==> src/rtl/aes_round_ctrl.sv <==
// Sequencing controller for the iterative AES-128 encrypt datapath: load, step rounds,
// select the final-round path, then hold the result under a valid/ack handshake.
module aes_round_ctrl #(
  parameter int unsigned NUM_ROUNDS       = 10,
  parameter int unsigned ROUND_W          = 8,
  parameter int unsigned CYCLES_PER_ROUND = 1
) (
  input  logic               clk,
  input  logic               reset,
  input  logic               start,
  output logic               ready,
  output logic               busy,
  output logic               load_en,
  output logic               reg_en,
  output logic               last_round,
  output logic [ROUND_W-1:0] round,
  output logic               out_valid,
  input  logic               out_ack
);

  localparam int unsigned SUB_W = (CYCLES_PER_ROUND > 1) ? $clog2(CYCLES_PER_ROUND) : 1;
  localparam logic [SUB_W-1:0]   SUB_LAST      = SUB_W'(CYCLES_PER_ROUND - 1);
  localparam logic [ROUND_W-1:0] LAST_ROUND    = ROUND_W'(NUM_ROUNDS);
  localparam logic               FIRST_IS_LAST = (NUM_ROUNDS == 1);
  localparam logic               SINGLE_CYCLE  = (CYCLES_PER_ROUND == 1);

  typedef enum logic [1:0] {
    IDLE  = 2'd0,
    LOAD  = 2'd1,
    ROUND = 2'd2,
    DONE  = 2'd3
  } state_t;

  state_t           state;
  logic [SUB_W-1:0] subCnt;

  // round doubles as the round counter; every output is a flop updated alongside the state
  always_ff @(posedge clk) begin
    if (reset) begin
      state      <= IDLE;
      subCnt     <= '0;
      round      <= '0;
      ready      <= 1'b1;
      busy       <= 1'b0;
      load_en    <= 1'b0;
      reg_en     <= 1'b0;
      last_round <= 1'b0;
      out_valid  <= 1'b0;
    end else begin
      case (state)
        IDLE: begin
          if (start) begin
            state   <= LOAD;
            ready   <= 1'b0;
            busy    <= 1'b1;
            load_en <= 1'b1;
          end
        end
        LOAD: begin
          state      <= ROUND;
          load_en    <= 1'b0;
          round      <= ROUND_W'(1);
          subCnt     <= '0;
          last_round <= FIRST_IS_LAST;
          reg_en     <= SINGLE_CYCLE;
        end
        ROUND: begin
          if (subCnt == SUB_LAST) begin
            subCnt <= '0;
            if (round < LAST_ROUND) begin
              round      <= round + ROUND_W'(1);
              last_round <= ((round + ROUND_W'(1)) == LAST_ROUND);
              reg_en     <= SINGLE_CYCLE;
            end else begin
              state      <= DONE;
              round      <= '0;
              last_round <= 1'b0;
              reg_en     <= 1'b0;
              out_valid  <= 1'b1;
            end
          end else begin
            subCnt <= subCnt + SUB_W'(1);
            reg_en <= ((subCnt + SUB_W'(1)) == SUB_LAST);
          end
        end
        DONE: begin
          if (out_ack) begin
            state     <= IDLE;
            out_valid <= 1'b0;
            busy      <= 1'b0;
            ready     <= 1'b1;
          end
        end
        default: begin
          state <= IDLE;
        end
      endcase
    end
  end

endmodule

==> config.mk <==
export PLATFORM = sky130hd
export DESIGN_NAME = aes_round_ctrl
export DESIGN_NICKNAME = d
export VERILOG_FILES = /design/src/rtl/aes_round_ctrl.sv
export SDC_FILE = /design/constraint.sdc
export NUM_CORES = 1
export LEC_CHECK = 0
export CORE_MARGIN = 4
export CORE_UTILIZATION = 35
export DETAILED_ROUTE_END_ITERATION = 10
export REMOVE_ABC_BUFFERS = 1
export SYNTH_ARGS = -nofsm -noshare
export SYNTH_HDL_FRONTEND = slang
export SYNTH_SLANG_ARGS = --single-unit
==> constraint.sdc <==
create_clock -name clk -period 3.48 [get_ports clk]
set_input_delay 0.696 -clock clk [delete_from_list [all_inputs] [get_ports clk]]
set_output_delay 0.696 -clock clk [all_outputs]
set_load 0.005 [all_outputs]
# Yosys cells after proc, flatten, opt, wreduce, memory -nomap -nowiden
# Index checks and enable logic that the tools add are counted.
# op_classes
add_sub_neg	2
n_lt_le_gt_ge	1
eq_ne	8
mux	26
bitwise_logic	1
n_reduce_logical	10
# op_table
op	count
$mux 8	2
$pmux 8 s2	1
$pmux 1 s2	7
$mux 1	11
$add 8x1->8 const B	1
$eq 8x4->1 const B	1
$lt 8x4->1 const B	1
$mux 2	4
$ne 2x2->1 const B	4
$pmux 2 s4	1
$reduce_and 4->1	2
$reduce_bool 2->1	4
$eq 2x2->1 const B	2
$reduce_and 2->1	2
$reduce_and 3->1	1
$eq 2x1->1 const B	1
$logic_not 2->1	1
$add 1x1->1 const B	1
$not 1->1	1
# totals
regBits	17
in_bits	4
out_inout_bits	14
elab_cells	57

# Longest topological paths before layout
# logic_depth
depth_word	5
mapped_depth	6
mapped_depth_nobuf	6

# Least setup slack after synthesis
# Ideal clock, no wire load.
# synth_timing
path_type	flip-flop to flip-flop
from	reg round[4]
to	reg round[3]
setup_time_ns	0.067
arrival_time_ns	1.510
required_ns	3.413
path_slack_ns	1.903
path_stages_with_launch	5
n_path_buf	0
path_cell_list	dfxtp_1 > nor4_4 > nand3_4 > or4b_4 > a21oi_2
# synth_between
elab_chain_len	4
# synth_lines
element	line	source
start: declaration	16	output logic [ROUND_W-1:0] round,
start signal: assignment	71	round <= round + ROUND_W'(1);
$lt 8x4->1	70	if (round < LAST_ROUND) begin
$mux 8	70	
$mux 8	68	if (subCnt == SUB_LAST) begin
$pmux 8 s2	50	case (state)
# No other way between the ends. The select of a mux whose other input is x is not followed.
# A chain may end at the register's enable or synchronous reset.

# Final worst setup path
# layout_timing
from	reg round[2]
to	out round[2]
# No word-level cell between the ends.

==> flow_summary.ini <==
[status]
status = finished clean

[detailed_routing]
drt-initial-drc-count = 14
drt_first_pass_iters = 4
wl_um = 1640
dr_total_vias = 710
ant_nets = 0
drc = 0
routedWlPerCell_um = 12.2
via_per_inst = 5.30

[critical_path]
worstPathArrival_ns = 1.31
critPathTopFamily = buffers and inverters
criticalPathCategory = reg -> out
max_stage_delay_ns = 0.56
start_kind = flip-flop
cp_max_fo = 8
critical_path_buf_inv_count = 1
crit_chain = clkdlybuf4s50_1
cp.required_ns = 2.78
slowest_stage = clkdlybuf4s50_1
worst_setup_path_end_kind = output port

[global_route]
grt.overflow.total = 0
antenna_found_initial = 0
grt_pass1_wl_um = 2960
first_global_vias = 706
grt_max_degree = 15
grt_util_all_layers = 0.116

[timing]
setup_ws_ns = 1.47
period_share = 0.577
finalCriticalPeriod_ns = 2.01
max_freq_mhz = 498
setup_violations = 0
slew_headroom = 0.659
rsz0062_at_grt = no
fin_setup_tns_ns = 0
timing.final.max_slew_violations = 0
hold_viol_final = 0
finClkSkew_ns = 0.00198
tightest_slew_ns = 0.510

[power]
power.density_mw_per_mm2 = 591
vdd_ir_drop_max_mv = 0.283
p_leak_nw = 0.397
power_uw = 610

[clocking]
clk_latency_ns = 0.28
cts.repair.resized = 0
cts_buffer_depth = 2
numCtsBuffers = 3
postCtsHoldBufs = 0
path_clk_slew_ns = 0.09
clockRootBuffer = clkbuf_4
cts_setup_buffers = 0
cts.sink_count = 16
cts_tree = built
cts-htree-levels = 1

[floorplan]
die_h_um = 56.2
core_area_mm2 = 0.00221
die_w_um = 56.2
std_cell_rows = 17
start_util = 0.367
dieArea_mm2 = 0.00315
ios = 18

[finish]
fill_cells = 237
area_growth_pct = 27.1
layout-drive-gt1-share = 0.113
final_cell_mix = clkdlybuf4s50_1, dfxtp_1, nor2_1
fin_nets = 118
fin_cells = 134
layout_commonest_cell = clkdlybuf4s50_1
regArea_um2 = 320
multi_input_area_um2 = 469
num_antenna_cells = 0

[yosys]
post_synth_inst_count = 88
synth_edf_count = 0
synth_ff_type = dfxtp_1
ys_types = 30
ys_seq_area_frac = 0.394
synth_area_per_cell_um2 = 9.23
ys_ff_latch = 16
synthesis.area_um2 = 812
yosys_warnings = 0
async_reset_ff_frac = 0

[placement]
place_ws_ns = 1.38
place.gp.congestion = 0.715
hpwl_um = 1180
placedCellCount = 131
port_buffers = 17

[hold_path]
hold_class = reg -> reg

[run]
maxCapViolations = 0
-- area by class of cell --
cell class | instances | share of cell area
clock buffer | 3 | 0.0218
tap | 28 | 0.0339
timing repair buffer | 17 | 0.165
multi-input combinational | 66 | 0.455
sequential | 16 | 0.310
inverter | 4 | 0.0145
-- state kept, by name (all words and copies together), names as in the netlist --
signal,flops
state,2
round,8
load_en,1
last_round,1
busy,1
ready,1
reg_en,1
out_valid,1
-- worst paths after layout --
check | depth (start not counted) | from | endpoint | slack, ns
setup reg to reg | 4 | round[4] | round[3] | 1.77
setup / recovery | 1 | round[2] | round[2] | 1.47
hold reg to reg | 2 | load_en | load_en | 0.48
hold / removal | 2 | load_en | load_en | 0.48
-- metal layers --
layer / vias to the layer above / track usage / part of all wire
met5: - / 0 / 0
met4: 0 / 0.0305 / 0
met3: 0 / 0.0487 / 0.057
met2: 20 / 0.194 / 0.46
met1: 330 / 0.137 / 0.49
li1: 360 / - / -
-- cell usage after synthesis, drive strengths merged (2+ instances only) --
cell,count,share of area
a21oi,9,0.060
a311oi,3,0.032
and2,4,0.032
clkbuf,2,0.0092
dfxtp,16,0.39
ha,6,0.092
inv,4,0.018
nand2,6,0.028
nand2b,3,0.023
nand3,2,0.028
nand4,2,0.015
nor2,9,0.042
nor2b,2,0.015
nor3,4,0.025
nor4b,2,0.022
or3b,3,0.032
-- stage by stage --
stage                     cell area (µm²)  utilization  hold slack [ns]
final                                1030        0.467            0.485
after global routing                 1030        0.467            0.522
after CTS                            1030        0.467            0.493
after detailed placement             1010        0.456            0.471
after global placement               1010        0.456            0.482
after floorplan                       805            -            0.471
-- cells by family (layout without fill, tap and decap cells) --
family	Yosys count	in the layout	synth area share
compound gates	19	19	0.160
fa+ha+maj	6	6	0.0924
buf+inv	6	24	0.0277
flops	16	16	0.394
mux	1	1	0.0123
simple gates	40	40	0.313
-- report_power, final --
group          total [mW]  internal (mW)  switching, mW
logic               0.266          0.127          0.139
registers           0.248          0.217         0.0319
clock network      0.0958         0.0402         0.0556
Note: power is estimated with default switching activity, not from simulation.
